`src/rtl/enemy_formation_if.sv`:
```
// Bus between the enemy formation controller, the frame tick source, the
// player-shot collision logic and the pixel renderer.
interface enemy_formation_if #(
   parameter int ROWS_P = 4,
   parameter int COLS_P = 8
);
   localparam int N_SLOTS = ROWS_P * COLS_P;
   localparam int IDX_W   = (N_SLOTS > 1) ? $clog2(N_SLOTS) : 1;
   localparam int CNT_W   = $clog2(N_SLOTS + 1);

   logic               start_i;
   logic               frame_i;
   logic               hit_i;
   logic [IDX_W-1:0]   hit_idx_i;
   logic [9:0]         left_o;
   logic [9:0]         top_o;
   logic [N_SLOTS-1:0] alive_o;
   logic [CNT_W-1:0]   alive_count_o;
   logic               step_o;
   logic               landed_o;
   logic               cleared_o;

   modport master (
      output start_i, frame_i, hit_i, hit_idx_i,
      input  left_o, top_o, alive_o, alive_count_o, step_o, landed_o, cleared_o
   );

   modport slave (
      input  start_i, frame_i, hit_i, hit_idx_i,
      output left_o, top_o, alive_o, alive_count_o, step_o, landed_o, cleared_o
   );
endinterface

```
`src/rtl/enemy_formation.sv`:
```
// Formation controller: per-slot alive bits, shared origin, march/bounce/descend FSM.
// Define ENEMY_FORMATION_SPEEDUP_EN to make the step delay shrink with the live count.
//
// state       | meaning
// IDLE        | waiting for start, hits and frames ignored
// MARCH_RIGHT | stepping right on each tick, descend at the right bound
// MARCH_LEFT  | stepping left on each tick, descend at the left bound
// LANDED      | formation reached the landing line, frozen until start
// CLEARED     | every enemy dead, frozen until start
module enemy_formation #(
   parameter int ROWS_P       = 4,
   parameter int COLS_P       = 8,
   parameter int ENEMY_W_P    = 40,
   parameter int ENEMY_H_P    = 10,
   parameter int GAP_X_P      = 8,
   parameter int GAP_Y_P      = 8,
   parameter int STEP_X_P     = 10,
   parameter int STEP_Y_P     = 10,
   parameter int SCREEN_W_P   = 640,
   parameter int LAND_Y_P     = 440,
   parameter int START_LEFT_P = 9,
   parameter int START_TOP_P  = 9,
   parameter int BASE_DELAY_P = 30,
   parameter int MIN_DELAY_P  = 2
) (
   input  logic             clk_i,
   input  logic             reset_n_i,
   enemy_formation_if.slave bus
);

   localparam int N_SLOTS   = ROWS_P * COLS_P;
   localparam int IDX_W     = (N_SLOTS > 1) ? $clog2(N_SLOTS) : 1;
   localparam int CNT_W     = $clog2(N_SLOTS + 1);
   localparam int COL_W     = (COLS_P > 1) ? $clog2(COLS_P) : 1;
   localparam int ROW_W     = (ROWS_P > 1) ? $clog2(ROWS_P) : 1;
   localparam int DELAY_MAX = (BASE_DELAY_P > MIN_DELAY_P + N_SLOTS) ?
                              BASE_DELAY_P : MIN_DELAY_P + N_SLOTS;
   localparam int FC_W      = $clog2(DELAY_MAX + 1);

   localparam logic [10:0] PITCH_X  = 11'(ENEMY_W_P + GAP_X_P);
   localparam logic [10:0] PITCH_Y  = 11'(ENEMY_H_P + GAP_Y_P);
   localparam logic [10:0] W11      = 11'(ENEMY_W_P);
   localparam logic [10:0] H11      = 11'(ENEMY_H_P);
   localparam logic [10:0] STEP_X11 = 11'(STEP_X_P);
   localparam logic [10:0] SCREEN11 = 11'(SCREEN_W_P);
   localparam logic [10:0] LAND11   = 11'(LAND_Y_P);
   localparam logic [9:0]  STEP_X10 = 10'(STEP_X_P);
   localparam logic [9:0]  STEP_Y10 = 10'(STEP_Y_P);
   localparam logic [9:0]  LEFT0    = 10'(START_LEFT_P);
   localparam logic [9:0]  TOP0     = 10'(START_TOP_P);
   localparam logic [CNT_W-1:0] FULL_CNT = CNT_W'(N_SLOTS);
   localparam logic [CNT_W-1:0] ONE_CNT  = CNT_W'(1);
   localparam logic [FC_W-1:0]  ONE_FC   = FC_W'(1);

   typedef enum logic [2:0] {
      IDLE,
      MARCH_RIGHT,
      MARCH_LEFT,
      LANDED,
      CLEARED
   } state_t;

   state_t             state_q;
   logic [9:0]         left_q;
   logic [9:0]         top_q;
   logic [N_SLOTS-1:0] alive_q;
   logic [CNT_W-1:0]   count_q;
   logic [FC_W-1:0]    frame_cnt_q;
   logic               step_q;
   logic               landed_q;
   logic               cleared_q;

   logic [COLS_P-1:0]  col_live;
   logic [ROWS_P-1:0]  row_live;
   logic [COL_W-1:0]   lcol;
   logic [COL_W-1:0]   rcol;
   logic [ROW_W-1:0]   brow;

   always_comb begin
      col_live = '0;
      row_live = '0;
      for (int r = 0; r < ROWS_P; r++) begin
         for (int c = 0; c < COLS_P; c++) begin
            if (alive_q[r*COLS_P + c]) begin
               col_live[c] = 1'b1;
               row_live[r] = 1'b1;
            end
         end
      end
      lcol = '0;
      rcol = '0;
      brow = '0;
      for (int c = COLS_P - 1; c >= 0; c--) begin
         if (col_live[c]) lcol = COL_W'(c);
      end
      for (int c = 0; c < COLS_P; c++) begin
         if (col_live[c]) rcol = COL_W'(c);
      end
      for (int r = 0; r < ROWS_P; r++) begin
         if (row_live[r]) brow = ROW_W'(r);
      end
   end

   logic [10:0] right_edge;
   logic [10:0] left_edge;
   logic [10:0] bottom;

   assign right_edge = {1'b0, left_q} + 11'(rcol) * PITCH_X + W11;
   assign left_edge  = {1'b0, left_q} + 11'(lcol) * PITCH_X;
   assign bottom     = {1'b0, top_q} + 11'(brow) * PITCH_Y + H11;

   logic [FC_W-1:0] delay;
`ifdef ENEMY_FORMATION_SPEEDUP_EN
   assign delay = FC_W'(MIN_DELAY_P) + FC_W'(count_q);
`else
   assign delay = FC_W'(BASE_DELAY_P);
`endif

   // >= rather than ==: with speed-up a kill can pull the delay below the running count.
   logic tick;
   assign tick = bus.frame_i && ((frame_cnt_q + ONE_FC) >= delay);

   logic idx_in_range;
   if (N_SLOTS == (1 << IDX_W)) begin : g_idx_full
      assign idx_in_range = 1'b1;
   end else begin : g_idx_part
      assign idx_in_range = (int'(bus.hit_idx_i) < N_SLOTS);
   end

   logic hit_ok;
   logic last_hit;
   logic land_now;
   logic fits_right;
   logic fits_left;

   assign hit_ok     = bus.hit_i && idx_in_range && alive_q[bus.hit_idx_i];
   assign last_hit   = hit_ok && (count_q == ONE_CNT);
   assign land_now   = (bottom >= LAND11);
   assign fits_right = ((right_edge + STEP_X11) <= SCREEN11);
   assign fits_left  = (left_edge >= STEP_X11);

   always_ff @(posedge clk_i or negedge reset_n_i) begin
      if (!reset_n_i) begin
         state_q     <= IDLE;
         left_q      <= LEFT0;
         top_q       <= TOP0;
         alive_q     <= '1;
         count_q     <= FULL_CNT;
         frame_cnt_q <= '0;
         step_q      <= 1'b0;
         landed_q    <= 1'b0;
         cleared_q   <= 1'b0;
      end else begin
         step_q <= 1'b0;
         unique case (state_q)
            IDLE: begin
               if (bus.start_i) begin
                  state_q     <= MARCH_RIGHT;
                  frame_cnt_q <= '0;
               end
            end
            MARCH_RIGHT, MARCH_LEFT: begin
               if (hit_ok) begin
                  alive_q[bus.hit_idx_i] <= 1'b0;
                  count_q                <= count_q - ONE_CNT;
               end
               // Extents come from pre-hit alive_q, so a same-cycle kill never shifts this tick.
               if (bus.frame_i && !land_now) begin
                  if (tick) begin
                     frame_cnt_q <= '0;
                     step_q      <= 1'b1;
                     if (state_q == MARCH_RIGHT) begin
                        if (fits_right) begin
                           left_q <= left_q + STEP_X10;
                        end else begin
                           top_q   <= top_q + STEP_Y10;
                           state_q <= MARCH_LEFT;
                        end
                     end else begin
                        if (fits_left) begin
                           left_q <= left_q - STEP_X10;
                        end else begin
                           top_q   <= top_q + STEP_Y10;
                           state_q <= MARCH_RIGHT;
                        end
                     end
                  end else begin
                     frame_cnt_q <= frame_cnt_q + ONE_FC;
                  end
               end
               if (last_hit) begin
                  state_q   <= CLEARED;
                  cleared_q <= 1'b1;
               end else if (land_now) begin
                  state_q  <= LANDED;
                  landed_q <= 1'b1;
               end
            end
            LANDED, CLEARED: begin
               if (bus.start_i) begin
                  state_q     <= MARCH_RIGHT;
                  left_q      <= LEFT0;
                  top_q       <= TOP0;
                  alive_q     <= '1;
                  count_q     <= FULL_CNT;
                  frame_cnt_q <= '0;
                  landed_q    <= 1'b0;
                  cleared_q   <= 1'b0;
               end
            end
            default: state_q <= IDLE;
         endcase
      end
   end

   assign bus.left_o        = left_q;
   assign bus.top_o         = top_q;
   assign bus.alive_o       = alive_q;
   assign bus.alive_count_o = count_q;
   assign bus.step_o        = step_q;
   assign bus.landed_o      = landed_q;
   assign bus.cleared_o     = cleared_q;

endmodule
```
`src/flat_wrapper.sv`:
```
// flat-port wrapper written by rule: the top's interface ports become plain ports
module enemy_formation_flat 
#(
   parameter int ROWS_P       = 4,
   parameter int COLS_P       = 8,
   parameter int ENEMY_W_P    = 40,
   parameter int ENEMY_H_P    = 10,
   parameter int GAP_X_P      = 8,
   parameter int GAP_Y_P      = 8,
   parameter int STEP_X_P     = 10,
   parameter int STEP_Y_P     = 10,
   parameter int SCREEN_W_P   = 640,
   parameter int LAND_Y_P     = 440,
   parameter int START_LEFT_P = 9,
   parameter int START_TOP_P  = 9,
   parameter int BASE_DELAY_P = 30,
   parameter int MIN_DELAY_P  = 2
)
  (clk_i, reset_n_i, bus_start_i, bus_frame_i, bus_hit_i, bus_hit_idx_i, bus_left_o, bus_top_o, bus_alive_o, bus_alive_count_o, bus_step_o, bus_landed_o, bus_cleared_o);
  enemy_formation_if #(.ROWS_P(ROWS_P), .COLS_P(COLS_P)) bus_i ();
  input  logic clk_i;
  input  logic reset_n_i;
  input wire logic [$bits(bus_i.start_i)-1:0] bus_start_i;
  input wire logic [$bits(bus_i.frame_i)-1:0] bus_frame_i;
  input wire logic [$bits(bus_i.hit_i)-1:0] bus_hit_i;
  input wire logic [$bits(bus_i.hit_idx_i)-1:0] bus_hit_idx_i;
  output wire logic [$bits(bus_i.left_o)-1:0] bus_left_o;
  output wire logic [$bits(bus_i.top_o)-1:0] bus_top_o;
  output wire logic [$bits(bus_i.alive_o)-1:0] bus_alive_o;
  output wire logic [$bits(bus_i.alive_count_o)-1:0] bus_alive_count_o;
  output wire logic [$bits(bus_i.step_o)-1:0] bus_step_o;
  output wire logic [$bits(bus_i.landed_o)-1:0] bus_landed_o;
  output wire logic [$bits(bus_i.cleared_o)-1:0] bus_cleared_o;
  assign bus_i.start_i = bus_start_i;
  assign bus_i.frame_i = bus_frame_i;
  assign bus_i.hit_i = bus_hit_i;
  assign bus_i.hit_idx_i = bus_hit_idx_i;
  assign bus_left_o = bus_i.left_o;
  assign bus_top_o = bus_i.top_o;
  assign bus_alive_o = bus_i.alive_o;
  assign bus_alive_count_o = bus_i.alive_count_o;
  assign bus_step_o = bus_i.step_o;
  assign bus_landed_o = bus_i.landed_o;
  assign bus_cleared_o = bus_i.cleared_o;
  enemy_formation #(.ROWS_P(ROWS_P), .COLS_P(COLS_P), .ENEMY_W_P(ENEMY_W_P), .ENEMY_H_P(ENEMY_H_P), .GAP_X_P(GAP_X_P), .GAP_Y_P(GAP_Y_P), .STEP_X_P(STEP_X_P), .STEP_Y_P(STEP_Y_P), .SCREEN_W_P(SCREEN_W_P), .LAND_Y_P(LAND_Y_P), .START_LEFT_P(START_LEFT_P), .START_TOP_P(START_TOP_P), .BASE_DELAY_P(BASE_DELAY_P), .MIN_DELAY_P(MIN_DELAY_P)) u_core (.clk_i(clk_i), .reset_n_i(reset_n_i), .bus(bus_i));
endmodule
```
`config.mk`:
```
export PLATFORM = sky130hd
export DESIGN_NAME = enemy_formation_flat
export DESIGN_NICKNAME = d
export VERILOG_FILES = /design/src/rtl/enemy_formation_if.sv /design/src/rtl/enemy_formation.sv /design/src/flat_wrapper.sv
export SDC_FILE = /design/constraint.sdc
export NUM_CORES = 1
export LEC_CHECK = 0
export BUFFER_PORTS_ARGS = -buffer_cell sky130_fd_sc_hd__clkbuf_2
export CELL_PAD_IN_SITES_DETAIL_PLACEMENT = 0
export CELL_PAD_IN_SITES_GLOBAL_PLACEMENT = 2
export CORE_ASPECT_RATIO = 0.6
export CORE_UTILIZATION = 36
export CTS_BUF_LIST = sky130_fd_sc_hd__clkbuf_16
export CTS_CLUSTER_DIAMETER = 40
export DETAILED_ROUTE_END_ITERATION = 16
export GPL_TIMING_DRIVEN = 0
export PLACE_DENSITY = 0.9
export SLEW_MARGIN = 20
export SYNTH_ARGS = -nofsm -noshare
export SYNTH_HDL_FRONTEND = slang
export SYNTH_SLANG_ARGS = --single-unit
```
`constraint.sdc`:
```
create_clock -name clk_i -period 6.6 [get_ports clk_i]
set_clock_uncertainty 0.2 [all_clocks]
set_input_delay 1.32 -clock clk_i [delete_from_list [all_inputs] [get_ports clk_i]]
set_output_delay 1.32 -clock clk_i [all_outputs]
set_load 0.01 [all_outputs]
```
==> results.sh, run 1 <==
export IMPL_status="completed"
export IMPL_synth_top_cell_by_area="dfstp_2"
export IMPL_synth_area_mm2=0.005219
export IMPL_synth_avg_cell_area_um2=9.156
export IMPL_startpoint_type="flop"
export IMPL_synthTopCellsByArea="dfstp_2 (19%), dfrtp_1 (16%), ha_1 (11%)"
export IMPL_cp_endpoint="u_core.bus.left_o[7]"
export IMPL_timing_rr_start="u_core.bus.alive_o[10]"
export IMPL_ys_ff_latch=70
export IMPL_drc_errors=0
export IMPL_die_area_mm2=0.01500
export IMPL_clk_latency_ns=0.34
export IMPL_yosys_warnings=0
export IMPL_fin_cells=847
export IMPL_p_leak_nw=2.685
export IMPL_cp_end_kind="flop"
export IMPL_yosysMostFrequentCell="nor2_1"
export IMPL_synthesis_nets=629
export IMPL_grt_pass1_wl_um=23960
export IMPL_clock_sinks=70
export IMPL_finalCritPeriodShare_pct=78.04
export IMPL_seqPwrFrac_pct=27.4
export IMPL_clock_power_share_pct=18.3
export IMPL_cp_arrival_ns=5.16
export IMPL_drt_total_wl_um=15100
export IMPL_comb_power_share_pct=54.3
export IMPL_setup_viol=0
export IMPL_rsz0062_at_grt="no"
export IMPL_port_buffers=68
export IMPL_finalHoldViolCount=0
export IMPL_pin_count=71
export IMPL_drv_slew=0
export IMPL_synthArstFlopShare_pct=100.0
export IMPL_htree_levels=3
export IMPL_die_w_um=157.4
export IMPL_path_class="flop to flop"
export IMPL_start_util_pct=37.51
export IMPL_ys_top_cells_by_count="nor2_1 (67), a21oi_1 (48), ha_1 (44), dfstp_2 (37), nand2_1 (34)"
export IMPL_gp_congestion=0.9137
export IMPL_cp_startpoint="u_core.bus.alive_o[10]"
export IMPL_rr_worst_depth=18
export IMPL_drive_above_1_share_pct=24.89
export IMPL_clockBufferDepth=2
export IMPL_grt_overflow_total=0
export IMPL_timing_rr_end="u_core.bus.left_o[7]"
export IMPL_ant_nets=0
export IMPL_min_period_ns=5.151
export IMPL_final_seq_area_mm2=0.001798
export IMPL_drt_pass1_iter_count=5
export IMPL_route_detailed_wl_per_inst_um=17.83
export IMPL_grt_use_met2_pct=28.91
export IMPL_p_sw_mw=1.310
export IMPL_grt_antenna_before_repair=0
export IMPL_finalSetupTns_ns=0
export IMPL_power_density_mw_per_mm2=472.9
export IMPL_cap_violations=0
export IMPL_hold_path_depth=1
export IMPL_synth_edf_count=0
export IMPL_cts_resized=0
export IMPL_critical_path_required_ns=6.60
export IMPL_syn_inst=570
export IMPL_cts_tree="yes"
export IMPL_cts_buffers=9
export IMPL_synthFlopType="dfstp_2"
export IMPL_fp_dieH_um=95.26
export IMPL_synth_cell_types=69
export IMPL_switching_share_pct=45.03
export IMPL_multi_input_area_mm2=0.003211
export IMPL_min_path_type="flop to flop"
export IMPL_grt_pass1_vias=4381
export IMPL_dp_hpwl_um=11720
export IMPL_dpl_cell_count=831
export IMPL_cts_setup_buffers=0
export IMPL_row_count=33
export IMPL_yosysSeqAreaShare_pct=34.45
export IMPL_area_delta_synth_final_pct=17.89
export IMPL_vias=4773
export IMPL_grt_max_degree=51
export IMPL_gr_usage_met3_pct=4.864
export IMPL_grt_busiest_layer="met1"
export IMPL_synth_top_area_share_pct=18.63
export IMPL_tightest_slew_ns=0.8989
export IMPL_via_per_inst=5.635
export IMPL_final_nets=709
export IMPL_drt_initial_drc_count=288
export IMPL_root_buffer="clkbuf_16"
export IMPL_core_area_mm2=0.01391
export IMPL_path_clk_slew_ns=0.06
export IMPL_diodes=0
export IMPL_fillCellCount=1378
export IMPL_fmaxAchievable_mhz=194.2
export IMPL_gr_usage_met1_pct=32.39
export IMPL_cts_hold_buffers=0
export IMPL_track_usage_pct=20.96
export IMPL_cp_max_fo=7
export IMPL_rrSetupSlack_ns=1.45
export IMPL_ir_drop_mv=0.1583
export IMPL_relSlewSlack_pct=39.61
export IMPL_p_int_mw=1.599
## cell usage in the layout, fill, tap and decap left out, types with 11 or more instances in the layout
| cell | n |
|---|---|
| inv_1 | 33 |
| clkbuf_2 | 67 |
| nor4_1 | 11 |
| or3_1 | 12 |
| a21oi_1 | 48 |
| nand2_1 | 34 |
| nand3_1 | 19 |
| nor3_1 | 12 |
| dfrtp_1 | 33 |
| o21ai_0 | 29 |
| nor2_1 | 67 |
| xor2_1 | 16 |
| dfstp_2 | 37 |
| ha_1 | 44 |
## cell type report
cell class                 instances  area share, %
multi-input combinational        452          52.19
clock buffer                       9          3.661
clock inverter                     7          1.586
timing repair buffer              69          6.020
inverter                          32          1.952
sequential                        70          29.23
tap                              192          3.905
buffer                            16          1.464
## worst min-delay path by stage
stage	startpoint	endpoint	slack (ns)
finish	u_core.bus.top_o[0]	u_core.bus.top_o[0]	0.30
global route	u_core.bus.top_o[0]	u_core.bus.top_o[0]	0.32
CTS	u_core.bus.top_o[0]	u_core.bus.top_o[0]	0.30
detailed placement	u_core.bus.landed_o	u_core.bus.landed_o	0.29
global placement	u_core.bus.cleared_o	u_core.bus.cleared_o	0.29
floorplan	u_core.frame_cnt_q[5]	u_core.frame_cnt_q[5]	0.28
## cell families (layout without fill, tap and decap cells)
family                     after synthesis  after routing  synth area share (%)
AOI/OAI and AO/OA                      148            148                 19.30
xor gates and xnor gates                22             22                 3.692
DFF                                     70             70                 34.45
buffers and inverters                   48            133                 4.028
adders and majority gates               49             49                 12.47
and+or+nand+nor                        211            211                 21.12
muxes                                   22             22                 4.939
## routing by layer
metal | vias to the layer above | wire length, um
met5 | - | 0
met4 | 0 | 101
met3 | 9 | 1037
met2 | 145 | 6224
met1 | 2351 | 7737
li1 | 2268 | -
## flip-flops by register name (all words and copies together), names as in the netlist
register / cells
u_core.frame_cnt_q: 6
u_core.bus.alive_o: 32
u_core.bus.left_o: 10
u_core.bus.cleared_o: 1
u_core.bus.alive_count_o: 6
u_core.bus.step_o: 1
u_core.state_q: 3
u_core.bus.top_o: 10
u_core.bus.landed_o: 1
## through the flow
step | worst slack, ns | util, % | total power [mW] | hold WS [ns] | instance area (um^2)
finish | 1.449 | 44.21 | 2.909 | 0.2994 | 6152
global route | 1.239 | 44.21 | 3.143 | 0.3186 | 6152
CTS | 1.491 | 44.21 | 2.918 | 0.3021 | 6152
detailed placement | 1.542 | 41.89 | 2.369 | 0.2913 | 5829
global placement | 1.571 | 41.68 | 2.315 | 0.2883 | 5799
floorplan | 1.985 | - | 1.900 | 0.2834 | 5219
## power by group through the flow
stage	Combinational, mW	Sequential [mW]	Clock (mW)
finish	1.58	0.798	0.532
CTS	1.58	0.795	0.544
floorplan	1.12	0.782	0
detailed placement	1.57	0.800	0
global route	1.76	0.817	0.565
global placement	1.52	0.800	0
## worst max-delay path, cell delays in order, from the launching register on
cell and delay, ns:
dfstp_2 0.40, nor4_1 0.53, nand2b_1 0.12, a21oi_1 0.16, o21ai_0 0.09, nand2_1 0.15
ha_1 0.18, inv_1 0.05, fa_1 0.47, inv_1 0.04, ha_1 0.27, ha_1 0.25
or3_1 0.37, o221a_2 0.26, a21o_1 0.19, a211oi_2 0.24, o21ai_2 0.16, a32oi_2 0.48
mux2_2 0.39
Note: power is estimated with default switching activity, not from simulation.
==> inputs of run 2 (changes only) <==
Clock period 6.6 ns to 4.95 ns, I/O delays scaled along.
==> results.sh, run 2 (synthesized netlist as in run 1, its figures left out) <==
export IMPL_finalCritPeriodShare_pct=97.87
export IMPL_row_count=33
export IMPL_grt_overflow_total=0
export IMPL_cp_endpoint="u_core.bus.left_o[7]"
export IMPL_drt_total_wl_um=15220
export IMPL_seqPwrFrac_pct=26.4
export IMPL_comb_power_share_pct=56.3
export IMPL_track_usage_pct=21.03
export IMPL_die_area_mm2=0.01500
export IMPL_fp_dieH_um=95.26
export IMPL_cpMaxStageDelayCell="or4_4"
export IMPL_grt_pass1_wl_um=24030
export IMPL_fin_ws_ns=0.1053
export IMPL_vias=4775
export IMPL_cap_violations=0
export IMPL_rrSetupSlack_ns=0.11
export IMPL_gr_usage_met3_pct=4.727
export IMPL_largest_register_ffs=32
export IMPL_grt_max_degree=51
export IMPL_fmaxAchievable_mhz=206.4
export IMPL_tightest_slew_ns=0.8825
export IMPL_path_class="flop to flop"
export IMPL_ir_drop_mv=0.2154
export IMPL_cp_end_kind="flop"
export IMPL_clockBufferDepth=2
export IMPL_most_common_layout_cells="clkbuf_2 (68), nor2_1 (64), a21oi_1 (46)"
export IMPL_gp_congestion=0.9137
export IMPL_root_buffer="clkbuf_16"
export IMPL_drt_initial_drc_count=253
export IMPL_cts_tree="yes"
export IMPL_cp_max_fo=7
export IMPL_p_sw_mw=1.841
export IMPL_cp_startpoint="u_core.bus.alive_o[20]"
export IMPL_status="completed"
export IMPL_rr_worst_depth=18
export IMPL_min_period_ns=4.845
export IMPL_hp_start="u_core.bus.top_o[0]"
export IMPL_p_int_mw=2.256
export IMPL_via_per_inst=5.578
export IMPL_dp_hpwl_um=11720
export IMPL_drive_above_1_share_pct=28.77
export IMPL_switching_share_pct=44.94
export IMPL_htree_levels=3
export IMPL_cts_hold_buffers=0
export IMPL_clock_power_share_pct=17.4
export IMPL_worstPathCellList="or4_4 > a21oi_2 > o21ai_1 > nand2_1 > ha_2 > inv_1 > fa_2 > inv_1 > ha_4 > ha_4 > or3_1 > o221a_4 > a21o_1 > a211oi_2 > o21ai_4 > buf_6 > a32oi_4 > mux2_4"
export IMPL_grt_pass1_vias=4380
export IMPL_area_delta_synth_final_pct=22.44
export IMPL_setup_viol=0
export IMPL_pin_count=71
export IMPL_hold_path_depth=1
export IMPL_grt_use_met2_pct=28.95
export IMPL_clk_latency_ns=0.33
export IMPL_drt_pass1_iter_count=5
export IMPL_gr_usage_met1_pct=32.67
export IMPL_critical_path_required_ns=4.95
export IMPL_start_util_pct=37.51
export IMPL_final_nets=718
export IMPL_port_buffers=68
export IMPL_grt_antenna_before_repair=0
export IMPL_die_w_um=157.4
export IMPL_timing_rr_start="u_core.bus.alive_o[20]"
export IMPL_drc_errors=0
export IMPL_final_common_cell="clkbuf_2"
export IMPL_critPathMaxStageDelay_ns=0.57
export IMPL_path_clk_slew_ns=0.06
export IMPL_cts_buffers=9
export IMPL_pre_cts_slack_ns=-0.1080
export IMPL_diodes=0
export IMPL_core_area_mm2=0.01391
export IMPL_relSlewSlack_pct=40.71
export IMPL_ant_nets=0
export IMPL_route_detailed_wl_per_inst_um=17.78
export IMPL_grt_busiest_layer="met1"
export IMPL_cp_arrival_ns=4.85
export IMPL_clock_sinks=70
export IMPL_timing_rr_end="u_core.bus.left_o[7]"
export IMPL_drv_slew=0
export IMPL_power_density_mw_per_mm2=641.2
export IMPL_startpoint_type="flop"
export IMPL_min_path_type="flop to flop"
export IMPL_final_core_utilization_pct=45.92
export IMPL_finalHoldViolCount=0
export IMPL_p_leak_nw=2.768
run 2: area by class of cell:
type | count | area (um^2)
Timing Repair Buffer | 78 | 442.9
Clock inverter | 7 | 97.59
Inverter | 32 | 120.1
Sequential cell | 70 | 1798
Fill cell | 1353 | 7525
Clock buffer | 9 | 225.2
Tap cell | 192 | 240.2
Multi-Input combinational cell | 452 | 3374
Buffer | 16 | 91.34
run 2: worst min path at each step:
stage / to
floorplan: u_core.frame_cnt_q[5]
global placement: u_core.bus.cleared_o
detailed placement: u_core.bus.landed_o
CTS: u_core.bus.top_o[0]
global route: u_core.bus.top_o[0]
finish: u_core.bus.top_o[0]
run 2: per-stage QoR:
stage / total power [mW] / hold WS [ns] / cell area [um^2] / std cells / setup TNS, ns
after floorplan: 2.533 / 0.2834 / 5219 / 570 / 0
after CTS: 3.924 / 0.3021 / 6195 / 849 / 0
after global placement: 3.087 / 0.2883 / 5799 / 830 / -0.2687
after detailed placement: 3.158 / 0.2913 / 5829 / 831 / -0.8612
final: 4.097 / 0.2998 / 6390 / 856 / 0
after global routing: 4.407 / 0.3186 / 6390 / 856 / -0.06208
run 2: power groups by stage:
stage	clock, mW	combinational (mW)	sequential [mW]
after floorplan	0	1.49	1.04
after global placement	0	2.02	1.07
after detailed placement	0	2.09	1.07
after CTS	0.725	2.14	1.06
after global routing	0.753	2.55	1.10
final	0.713	2.30	1.08
run 2: worst max-delay path: cells and delay by family (launching register included):
family	cells	cell delay, ns
AOI/OAI and AO/OA	7	1.39
and+or+nand+nor	3	1.08
muxes	1	0.33
DFF	1	0.39
adders and majority gates	4	1.09
buffers and inverters	3	0.25
run 2: routing by layer:
metal / share of wire [%] / wire [um]
met5: 0 / 0
met2: 41 / 6304
met3: 6.5 / 986
met1: 52 / 7842
met4: 0.55 / 84
run 2: repair_timing:
| item | 4_1_cts | 5_1_grt |
|---|---|---|
| gates resized for setup | 5 | 31 |
| pin swaps | 2 | 10 |
| setup endpoints to repair | 18 | 23 |
| setup buffers | 2 | 6 |
| gates cloned | 0 | 1 |
==> inputs of run 3 (changes only) <==
Settings changed: BUFFER_PORTS_ARGS -buffer_cell sky130_fd_sc_hd__clkbuf_2 to unset, CORE_UTILIZATION 36 to 40, DONT_BUFFER_PORTS set to 1, PLACE_DENSITY 0.9 to 0.91.
==> results.sh, run 3 (synthesized netlist as in run 1, its figures left out) <==
export IMPL_worstPathCellList="or4_4 > a21oi_2 > o21ai_1 > nand2_1 > ha_2 > inv_2 > fa_2 > inv_2 > ha_4 > ha_4 > or3_1 > o221a_4 > a21o_1 > a211oi_2 > o21ai_2 > buf_4 > a32oi_4 > buf_4 > nand3_1 > o21ai_0"
export IMPL_drive_above_1_share_pct=20.57
export IMPL_critical_path_required_ns=5.00
export IMPL_ir_drop_mv=0.2904
export IMPL_port_buffers=0
export IMPL_p_leak_nw=2.503
export IMPL_final_common_cell="nor2_1"
export IMPL_relSlewSlack_pct=40.85
export IMPL_fmaxAchievable_mhz=207.6
export IMPL_min_path_type="input pin to async pin"
export IMPL_cp_max_fo=6
export IMPL_cp_arrival_ns=4.87
export IMPL_finalCritPeriodShare_pct=97.30
export IMPL_path_class="flop to flop"
export IMPL_cap_violations=0
export IMPL_htree_levels=3
export IMPL_rr_worst_depth=20
export IMPL_row_count=31
export IMPL_largest_register_ffs=32
export IMPL_gp_congestion=0.8927
export IMPL_diodes=0
export IMPL_setup_viol=0
export IMPL_startpoint_type="flop"
export IMPL_cp_end_kind="flop"
export IMPL_via_per_inst=6.008
export IMPL_rrSetupSlack_ns=0.13
export IMPL_cts_tree="yes"
export IMPL_clockBufferDepth=2
export IMPL_ant_nets=0
export IMPL_drc_errors=0
export IMPL_drv_slew=0
export IMPL_area_delta_synth_final_pct=14.91
export IMPL_dp_hpwl_um=11180
export IMPL_drt_total_wl_um=15010
export IMPL_final_core_utilization_pct=48.47
export IMPL_root_buffer="clkbuf_16"
export IMPL_path_clk_slew_ns=0.06
export IMPL_grt_max_degree=71
export IMPL_most_common_layout_cells="nor2_1 (64), a21oi_1 (47), ha_1 (40)"
export IMPL_timing_rr_start="u_core.bus.alive_o[28]"
export IMPL_finalHoldViolCount=0
export IMPL_grt_overflow_total=0
export IMPL_drt_pass1_iter_count=5
export IMPL_timing_rr_end="u_core.bus.left_o[1]"
export IMPL_route_detailed_wl_per_inst_um=19.80
export IMPL_grt_pass1_vias=4195
export IMPL_pin_count=71
export IMPL_vias=4554
export IMPL_drt_initial_drc_count=387
export IMPL_clock_sinks=70
export IMPL_critPathMaxStageDelay_ns=0.58
export IMPL_start_util_pct=42.18
export IMPL_track_usage_pct=22.41
export IMPL_critPathBufInv=4
export IMPL_tightest_slew_ns=0.8853
export IMPL_final_nets=647
export IMPL_power_density_mw_per_mm2=665.6
export IMPL_cts_buffers=9
export IMPL_die_area_mm2=0.01352
export IMPL_fp_dieH_um=90.48
export IMPL_min_period_ns=4.816
export IMPL_status="completed"
export IMPL_critical_path_top_delay_family="compound AO/OA/AOI/OAI gates"
export IMPL_die_w_um=149.5
export IMPL_core_area_mm2=0.01237
export IMPL_cts_hold_buffers=0
export IMPL_clk_latency_ns=0.34
export IMPL_grt_antenna_before_repair=0
export IMPL_cpMaxStageDelayCell="or4_4"
export IMPL_grt_pass1_wl_um=23320
export IMPL_hold_ws_ns=0.1414
## run 3: cell types whose count changed in the layout (fill, tap and decap cells not counted), moves of 2 or more
cell      change
clkbuf_2     -67
inv_1         -2
inv_2         +2
o21ai_0       +2
o21ai_1       -2
## run 3: routing by layer
layer / vias to the layer above / GRT usage, % / share of wire, % / wire, um
li1: 2128 / - / - / -
met1: 2228 / 34.08 / 50 / 7437
met2: 185 / 30.32 / 41 / 6140
met3: 13 / 7.071 / 8.7 / 1311
met4: 0 / 4.507 / 0.77 / 115
met5: - / 0 / 0 / 0
## run 3: cell type report
| class | instances | area [um^2] |
|---|---|---|
| fill | 1166 | 6376 |
| timing repair buffer | 7 | 53.80 |
| sequential | 70 | 1798 |
| inverter | 32 | 120.1 |
| tap | 165 | 206.4 |
| clock inverter | 6 | 107.6 |
| clock buffer | 10 | 250.2 |
| buffer | 16 | 91.34 |
| multi-input combinational | 452 | 3369 |
## run 3: repair_timing
action | CTS | global route
pin swaps | 2 | 9
setup buffers | 2 | 4
setup endpoints to repair | 17 | 23
resized for setup | 4 | 30
gates cloned | 0 | 1
## run 3: worst max-delay path by stage
stage | slack, ns | end | depth (start not counted) | from
floorplan | 0.34 | u_core.bus.left_o[6] | 16 | u_core.bus.alive_o[20]
global placement | -0.09 | u_core.bus.left_o[7] | 18 | u_core.bus.alive_o[10]
detailed placement | -0.14 | u_core.bus.left_o[6] | 18 | u_core.bus.alive_o[10]
CTS | -0.03 | u_core.bus.top_o[8] | 18 | u_core.bus.alive_o[20]
global route | -0.02 | u_core.bus.top_o[8] | 19 | u_core.bus.alive_o[28]
finish | 0.13 | u_core.bus.left_o[1] | 20 | u_core.bus.alive_o[28]
## run 3: stage by stage
stage / instances / TNS, ns / instance area, um^2 / power (mW) / setup slack, ns
after detailed placement: 735 / -0.9481 / 5425 / 3.011 / -0.1385
after global routing: 758 / -0.02238 / 5997 / 4.271 / -0.01690
after floorplan: 570 / 0 / 5219 / 2.533 / 0.3351
after global placement: 735 / -0.5910 / 5425 / 2.949 / -0.09167
final: 758 / 0 / 5997 / 3.991 / 0.1335
after CTS: 753 / -0.05310 / 5823 / 3.860 / -0.03296
## run 3: power breakdown
group          switching [mW]  internal (mW)  total (mW)  leakage, nW
Combinational            1.13          0.890        2.02         1.50
Sequential              0.378          0.809        1.19        0.822
Clock                   0.266          0.521       0.788        0.179
Total                    1.77           2.22        3.99         2.50
